--- src/rtl/echo_meter_pkg.sv ---
// Shared types and defaults for the ultrasonic echo meter.
// Contents: FSM state encoding, default timing constants, clog2 helper.
package echo_meter_pkg;

  typedef enum logic [1:0] {
    IDLE    = 2'd0,
    ARMED   = 2'd1,
    MEASURE = 2'd2,
    DONE    = 2'd3
  } state_t;

  localparam int unsigned US_DIV_DEF         = 50;
  localparam int unsigned US_PER_CM_DEF      = 58;
  localparam int unsigned MAX_CM_DEF         = 400;
  localparam int unsigned ARM_TIMEOUT_US_DEF = 30000;
  localparam int unsigned DIST_W_DEF         = 9;

  // ceil(log2(v)), never less than 1 so every counter has at least one bit
  function automatic int unsigned clog2(input int unsigned v);
    int unsigned r;
    r = 0;
    while ((64'd1 << r) < 64'(v)) r = r + 1;
    return (r == 0) ? 1 : r;
  endfunction

endpackage

--- src/rtl/echo_meter_if.sv ---
// Handshake bundle between trigger/control logic and the echo meter.
// start/ECHO flow into the meter; distance/valid/timeout/busy flow out.
interface echo_meter_if #(
  parameter int unsigned DIST_W = 9
);
  logic              start;
  logic              ECHO;
  logic [DIST_W-1:0] distance;
  logic              valid;
  logic              timeout;
  logic              busy;

  modport master (output start, ECHO, input distance, valid, timeout, busy);
  modport slave  (input start, ECHO, output distance, valid, timeout, busy);
endinterface

--- src/rtl/echo_sync_edge.sv ---
// Two-flop synchroniser plus history flop for an asynchronous pin.
// Ports: clk, rst_n (async active-low), din (raw pin),
//        level (synchronised level), rise_c / fall_c (single-cycle edge flags).
module echo_sync_edge (
  input  logic clk,
  input  logic rst_n,
  input  logic din,
  output logic level,
  output logic rise_c,
  output logic fall_c
);
  logic s1, s2, s3;

  // metastability filter (s1, s2) and edge-detect history (s3)
  always_ff @(posedge clk or negedge rst_n) begin
    if (!rst_n) begin
      s1 <= 1'b0;
      s2 <= 1'b0;
      s3 <= 1'b0;
    end else begin
      s1 <= din;
      s2 <= s1;
      s3 <= s2;
    end
  end

  assign level  = s2;
  assign rise_c = s2 & ~s3;
  assign fall_c = ~s2 & s3;
endmodule

--- src/rtl/echo_meter.sv ---
// Ultrasonic echo meter: after start, waits for the ECHO pulse, times its
// high period and reports floor(us/US_PER_CM) centimetres, or a timeout.
// Ports: CLKOUT1 (clock), reset (async active-low),
//        bus.slave: start, ECHO in; distance, valid, timeout, busy out.
module echo_meter
  import echo_meter_pkg::*;
#(
  parameter int unsigned US_DIV         = US_DIV_DEF,
  parameter int unsigned US_PER_CM      = US_PER_CM_DEF,
  parameter int unsigned MAX_CM         = MAX_CM_DEF,
  parameter int unsigned ARM_TIMEOUT_US = ARM_TIMEOUT_US_DEF,
  parameter int unsigned DIST_W         = DIST_W_DEF
) (
  input  logic         CLKOUT1,
  input  logic         reset,
  echo_meter_if.slave  bus
);
  localparam int unsigned PRE_W = clog2(US_DIV);
  localparam int unsigned SUB_W = clog2(US_PER_CM);
  localparam int unsigned CM_W  = clog2(MAX_CM + 2);
  localparam int unsigned ARM_W = clog2(ARM_TIMEOUT_US + 1);

  state_t            state_q, state_d;
  logic [PRE_W-1:0]  pre_q, pre_d;
  logic [SUB_W-1:0]  sub_q, sub_d;
  logic [CM_W-1:0]   cm_q, cm_d;
  logic [ARM_W-1:0]  arm_q, arm_d;
  logic [DIST_W-1:0] dist_q, dist_d;
  logic              tmo_q, tmo_d;
  logic              valid_q, busy_q;

  logic              rise, fall, unused_level;
  logic              pre_wrap, sub_wrap;
  logic [ARM_W-1:0]  arm_inc;

  // level output is not needed here; the block stays generic for other pins
  echo_sync_edge u_sync (
    .clk    (CLKOUT1),
    .rst_n  (reset),
    .din    (bus.ECHO),
    .level  (unused_level),
    .rise_c (rise),
    .fall_c (fall)
  );

  assign pre_wrap = (pre_q == PRE_W'(US_DIV - 1));
  assign sub_wrap = (sub_q == SUB_W'(US_PER_CM - 1));
  assign arm_inc  = arm_q + ARM_W'(1);

  // state, counters and registered outputs
  always_ff @(posedge CLKOUT1 or negedge reset) begin
    if (!reset) begin
      state_q <= IDLE;
      pre_q   <= '0;
      sub_q   <= '0;
      cm_q    <= '0;
      arm_q   <= '0;
      dist_q  <= '0;
      tmo_q   <= 1'b0;
      valid_q <= 1'b0;
      busy_q  <= 1'b0;
    end else begin
      state_q <= state_d;
      pre_q   <= pre_d;
      sub_q   <= sub_d;
      cm_q    <= cm_d;
      arm_q   <= arm_d;
      dist_q  <= dist_d;
      tmo_q   <= tmo_d;
      valid_q <= (state_d == DONE);
      busy_q  <= (state_d != IDLE);
    end
  end

  // next-state and counter logic
  always_comb begin
    state_d = state_q;
    pre_d   = pre_q;
    sub_d   = sub_q;
    cm_d    = cm_q;
    arm_d   = arm_q;
    dist_d  = dist_q;
    tmo_d   = tmo_q;
    unique case (state_q)
      IDLE: begin
        if (bus.start) begin
          state_d = ARMED;
          pre_d   = '0;
          sub_d   = '0;
          cm_d    = '0;
          arm_d   = '0;
        end
      end
      ARMED: begin
        pre_d = pre_wrap ? '0 : pre_q + PRE_W'(1);
        if (pre_wrap) arm_d = arm_inc;
        // rise takes priority over an arm expiry in the same cycle
        if (rise) begin
          state_d = MEASURE;
          pre_d   = '0;
          sub_d   = '0;
          cm_d    = '0;
        end else if (pre_wrap && (arm_inc == ARM_W'(ARM_TIMEOUT_US))) begin
          state_d = DONE;
          tmo_d   = 1'b1;
        end
      end
      MEASURE: begin
        pre_d = pre_wrap ? '0 : pre_q + PRE_W'(1);
        if (pre_wrap) begin
          sub_d = sub_wrap ? '0 : sub_q + SUB_W'(1);
          if (sub_wrap) cm_d = cm_q + CM_W'(1);
        end
        // the fall cycle itself is counted, so the latched value uses cm_d
        if (cm_d == CM_W'(MAX_CM + 1)) begin
          state_d = DONE;
          tmo_d   = 1'b1;
        end else if (fall) begin
          state_d = DONE;
          tmo_d   = 1'b0;
          dist_d  = DIST_W'(cm_d);
        end
      end
      DONE: begin
        state_d = IDLE;
      end
    endcase
  end

  assign bus.distance = dist_q;
  assign bus.valid    = valid_q;
  assign bus.timeout  = tmo_q;
  assign bus.busy     = busy_q;
endmodule

--- src/flat_wrapper.sv ---
// flat-port wrapper written by rule: the top's interface ports become plain ports
module echo_meter_flat import echo_meter_pkg::*;
#(
  parameter int unsigned US_DIV         = US_DIV_DEF,
  parameter int unsigned US_PER_CM      = US_PER_CM_DEF,
  parameter int unsigned MAX_CM         = MAX_CM_DEF,
  parameter int unsigned ARM_TIMEOUT_US = ARM_TIMEOUT_US_DEF,
  parameter int unsigned DIST_W         = DIST_W_DEF
)
  (CLKOUT1, reset, bus_start, bus_ECHO, bus_distance, bus_valid, bus_timeout, bus_busy);
  echo_meter_if #(.DIST_W(DIST_W)) bus_i ();
  input  logic CLKOUT1;
  input  logic reset;
  input wire logic [$bits(bus_i.start)-1:0] bus_start;
  input wire logic [$bits(bus_i.ECHO)-1:0] bus_ECHO;
  output wire logic [$bits(bus_i.distance)-1:0] bus_distance;
  output wire logic [$bits(bus_i.valid)-1:0] bus_valid;
  output wire logic [$bits(bus_i.timeout)-1:0] bus_timeout;
  output wire logic [$bits(bus_i.busy)-1:0] bus_busy;
  assign bus_i.start = bus_start;
  assign bus_i.ECHO = bus_ECHO;
  assign bus_distance = bus_i.distance;
  assign bus_valid = bus_i.valid;
  assign bus_timeout = bus_i.timeout;
  assign bus_busy = bus_i.busy;
  echo_meter #(.US_DIV(US_DIV), .US_PER_CM(US_PER_CM), .MAX_CM(MAX_CM), .ARM_TIMEOUT_US(ARM_TIMEOUT_US), .DIST_W(DIST_W)) u_core (.CLKOUT1(CLKOUT1), .reset(reset), .bus(bus_i));
endmodule
--- config.mk ---
export PLATFORM = sky130hd
export DESIGN_NAME = echo_meter_flat
export DESIGN_NICKNAME = d
export VERILOG_FILES = /design/src/rtl/echo_meter_pkg.sv /design/src/rtl/echo_meter_if.sv /design/src/rtl/echo_sync_edge.sv /design/src/rtl/echo_meter.sv /design/src/flat_wrapper.sv
export SDC_FILE = /design/constraint.sdc
export NUM_CORES = 1
export LEC_CHECK = 0
export CORE_UTILIZATION = 65
export CTS_BUF_LIST = sky130_fd_sc_hd__clkbuf_4 sky130_fd_sc_hd__clkbuf_8
export DETAILED_ROUTE_END_ITERATION = 10
export PLACE_DENSITY_LB_ADDON = 0.25
export SLEW_MARGIN = 20
export SYNTH_ARGS = -nofsm -noshare
export SYNTH_HDL_FRONTEND = slang
export SYNTH_SLANG_ARGS = --single-unit
--- constraint.sdc ---
create_clock -name CLKOUT1 -period 4.5 [get_ports CLKOUT1]
set_input_delay 1.125 -clock CLKOUT1 [delete_from_list [all_inputs] [get_ports CLKOUT1]]
set_output_delay 1.125 -clock CLKOUT1 [all_outputs]
set_load 0.02 [all_outputs]
==> impl_results.md <==
* Total clock buffers created by CTS at 5
* Top-Level Pins at 16
* Critical Path Sink Type: register
* Class of the most critical hold timing path: reg -> reg
* Critical path required time at between 4 and 5 ns
* Count of different cell masters after synthesis at 60
* Switching fraction of total power at about 36%
* Clock tree buffer depth at 2
* Count of unresolved DRC violations after routing at 0
* Setup Crit Path Kind: reg -> reg
* Post-synthesis register bit count at between 50 and 60
* Min cycle time layout at 3.134 ns
* Number of levels the H-tree was split into at 2
* Clock latency at the later pin of the worst-skew pair at 0.31 ns
* Sequential cell area fraction in the yosys report at just over 40%
* Cell-internal power at 861.2 uW
* Count of input and output buffers at 15
* Static Leak at around 1.5 nW
* Max Slew Vio Count at 0
* Post-synthesis instance area at 3242 sq um
* Post-CTS Setup Inserts at 0
* Hold_buf cts at 0
* Total negative setup slack at 0 ns
* Fraction of final layout cells with drive strength greater than 1 at 9.917%
* Wire length of the first global-routing pass at 11,460 um
* Antenna cell count at 0
* Vias per cell at about 6
* Detail-routed net length per standard cell at between 15 and 20 um
* Final hold vios at 0
* Std cell rows at 25
* Share of synthesized flip-flops with an asynchronous set or reset at 100.0%
* First-pass DRT Iterations at 4
* Layout area overhead at 8.645%
* Initial detailed-routing violation count at between 150 and 200
* Routed Antenna Nets at 0
* Clk network pwr share at approximately 26%
* Layout net count at 378
* Run status: complete, no violations
* Overall die area at roughly 5300 sq um
* Die Width at 72.62 um
* Post-Syn Instances at between 300 and 400
* Warnings, synthesis at 0
* TritonCTS clock tree: built
* Crit path launch type: register
* Combinational cell fraction of total power at 33.6%
* Share of the clock period used by the worst path after layout at 69.64%
* Max Cap Violations at 0
* Final setup vio count at 0
* Number of cells in the finished layout apart from fillers at between 400 and 500
* Number of antenna violations at the first check in global routing at 0
* Die Y at 72.62 um
* Core Region at around 4800 sq um
* Global-route total usage across every layer at between 20% and 30%
* Mean area per synthesized cell at a little over 9 sq um
* Count of cells resized by post-cts repair at 0
* Worst Skew at roughly 0.01 ns
* Commonest non-fill, non-tap cells in the layout: sky130_fd_sc_hd__dfrtp_1 (53), sky130_fd_sc_hd__nand2_1 (50), sky130_fd_sc_hd__o21ai_0 (42)
* Max Fclk at between 0.3 and 0.4 GHz
* Leftover overflow at the end of global routing at 0
* Inst Count DP at 421
* Total Routed Length at between 6000 and 7000 um
* CP max FO at 9
* Most common cell after layout, fill and taps aside: sky130_fd_sc_hd__dfrtp_1
* Syn_nets at 370
* Final weighted congestion in routability-driven placement at just over 0.9
* TritonCTS Sinks at 53
* Worst vdd rail ir drop at between 400 and 500 uV
* RSZ-0062 raised after global routing: false
* Max-slew headroom at approximately 35%
* Cell at the root of the clock tree: sky130_fd_sc_hd__clkbuf_8
* Leading register cell type out of synthesis: sky130_fd_sc_hd__dfrtp_1
* Vias in the first global route at 2,465
* Maximum number of pins on one net before global-route repair at 36
* Transition time of the tightest slew-check pin at a little under 1 ns
* Worst endpoint data arrival time at approximately 3.3 ns
* EDFF count, synth at 0
* Net switching power figure at roughly 480 uW
* Clock-pin transition on the worst setup and hold timing paths at 0.09 ns
* Total via count after detailed routing at around 2,600
* Effective utilization at floorplan at between 60% and 70%
* Filler cell count in the final layout at roughly 380
* Sequential share of power at between 40% and 50%
* HPWL reported at the end of detailed placement at about 4700 um
* Power per cell area at about 380 nW/um^2
==> logic make-up (layout without fill, tap and decap cells) <==
family,after synthesis,in the layout,share of synthesized area [%]
xor gates and xnor gates,10,10,2.702
muxes,10,10,4.361
and+or+nand+nor,153,153,25.70
DFF,53,53,40.91
adders and majority gates,13,13,4.940
buffers and inverters,26,35,3.667
AOI/OAI and AO/OA,89,89,17.72
==> state kept, by name, indices dropped and copies added, names as in the netlist, 2 cells and up <==
name and flops:
u_core.arm_q 15, u_core.cm_q 9, u_core.state_q 2, u_core.pre_q 6
u_core.sub_q 6, u_core.bus.distance 9
==> synth_stat cells, types with 2 or more instances <==
cell type | number | share of area [%]
sky130_fd_sc_hd__nand2_1 | 50 | 5.8
sky130_fd_sc_hd__dfrtp_1 | 53 | 41
sky130_fd_sc_hd__a22o_1 | 2 | 0.54
sky130_fd_sc_hd__xnor2_1 | 5 | 1.4
sky130_fd_sc_hd__buf_2 | 2 | 0.31
sky130_fd_sc_hd__mux2_4 | 8 | 3.7
sky130_fd_sc_hd__nor3_1 | 4 | 0.62
sky130_fd_sc_hd__xor2_1 | 5 | 1.4
sky130_fd_sc_hd__nand3b_1 | 2 | 0.46
sky130_fd_sc_hd__nor2_1 | 17 | 2.0
sky130_fd_sc_hd__and4_1 | 2 | 0.54
sky130_fd_sc_hd__ha_1 | 12 | 4.6
sky130_fd_sc_hd__inv_1 | 10 | 1.2
sky130_fd_sc_hd__nand4b_1 | 2 | 0.54
sky130_fd_sc_hd__a21oi_1 | 3 | 0.46
sky130_fd_sc_hd__clkbuf_1 | 10 | 1.2
sky130_fd_sc_hd__nand4_1 | 8 | 1.5
sky130_fd_sc_hd__a21boi_0 | 3 | 0.69
sky130_fd_sc_hd__or2_2 | 7 | 1.4
sky130_fd_sc_hd__and3_1 | 6 | 1.2
sky130_fd_sc_hd__nand3_1 | 14 | 2.2
sky130_fd_sc_hd__nand2b_1 | 10 | 1.9
sky130_fd_sc_hd__a31oi_1 | 4 | 0.77
sky130_fd_sc_hd__nor4_2 | 2 | 0.77
sky130_fd_sc_hd__o211ai_1 | 2 | 0.46
sky130_fd_sc_hd__o31ai_1 | 19 | 4.4
sky130_fd_sc_hd__nor4_1 | 7 | 1.4
sky130_fd_sc_hd__and2_1 | 5 | 0.96
sky130_fd_sc_hd__o21ai_0 | 42 | 6.5
sky130_fd_sc_hd__buf_6 | 2 | 0.69
sky130_fd_sc_hd__nor2b_1 | 7 | 1.4
==> routing by layer <==
| layer | part of all wire, % | vias to the layer above | GRT usage [%] |
|---|---|---|---|
| met5 | 0 | - | 0 |
| met2 | 47 | 74 | 44.96 |
| li1 | - | 1297 | - |
| met4 | 1.9 | 0 | 12.85 |
| met1 | 47 | 1225 | 38.64 |
| met3 | 4.3 | 15 | 5.110 |
==> cell type report <==
type,count,area [sq um],share of cell area [%]
tap,67,83.83,2.380
clock buffer,7,90.09,2.558
timing repair buffer,17,157.7,4.476
sequential,53,1326,37.66
clock inverter,1,30.03,0.8526
multi-input combinational,275,1797,51.01
inverter,10,37.54,1.066
==> worst max-delay path, stage by stage, from the launching register on <==
cell	delay (ns)
sky130_fd_sc_hd__dfrtp_1	0.43
sky130_fd_sc_hd__inv_1	0.07
sky130_fd_sc_hd__ha_1	0.18
sky130_fd_sc_hd__nand4b_4	0.15
sky130_fd_sc_hd__nor4_1	0.84
sky130_fd_sc_hd__a21boi_0	0.32
sky130_fd_sc_hd__o211ai_2	0.26
sky130_fd_sc_hd__nor3_2	0.08
sky130_fd_sc_hd__nor2_4	0.33
sky130_fd_sc_hd__mux2_4	0.33
==> through the flow <==
stage / hold WS [ns] / power [mW] / util [%] / cell area (sq um) / setup WS (ns)
floorplan: 0.3312 / 0.8685 / - / 3242 / 1.730
global placement: 0.3363 / 0.9833 / 71.45 / 3397 / 1.204
detailed placement: 0.3405 / 0.9999 / 71.45 / 3397 / 1.057
CTS: 0.3614 / 1.343 / 73.97 / 3517 / 1.351
global route: 0.3660 / 1.428 / 74.08 / 3522 / 1.206
finish: 0.3567 / 1.345 / 74.08 / 3522 / 1.366
==> power groups by stage <==
stage	Combinational (mW)	Sequential, mW	Clock [mW]
2_1_floorplan	0.296	0.573	0
3_3_place_gp	0.428	0.556	0
3_5_place_dp	0.441	0.559	0
4_1_cts	0.444	0.551	0.348
5_1_grt	0.505	0.555	0.368
6_report	0.452	0.551	0.343
==> final timing paths <==
kind | from | end | slack (ns) | cells after the start
setup / recovery | u_core.pre_q[1] | u_core.bus.distance[7] | 1.37 | 9
hold / removal | u_core.u_sync.s1 | u_core.u_sync.level | 0.36 | 0
setup reg to reg | u_core.pre_q[1] | u_core.bus.distance[7] | 1.37 | 9
hold reg to reg | u_core.u_sync.s1 | u_core.u_sync.level | 0.36 | 0
max in group asynchronous | reset | u_core.cm_q[8] | 2.96 | 2
min in group asynchronous | reset | u_core.cm_q[1] | 0.73 | 1
Power figures use the tool's default switching activity.
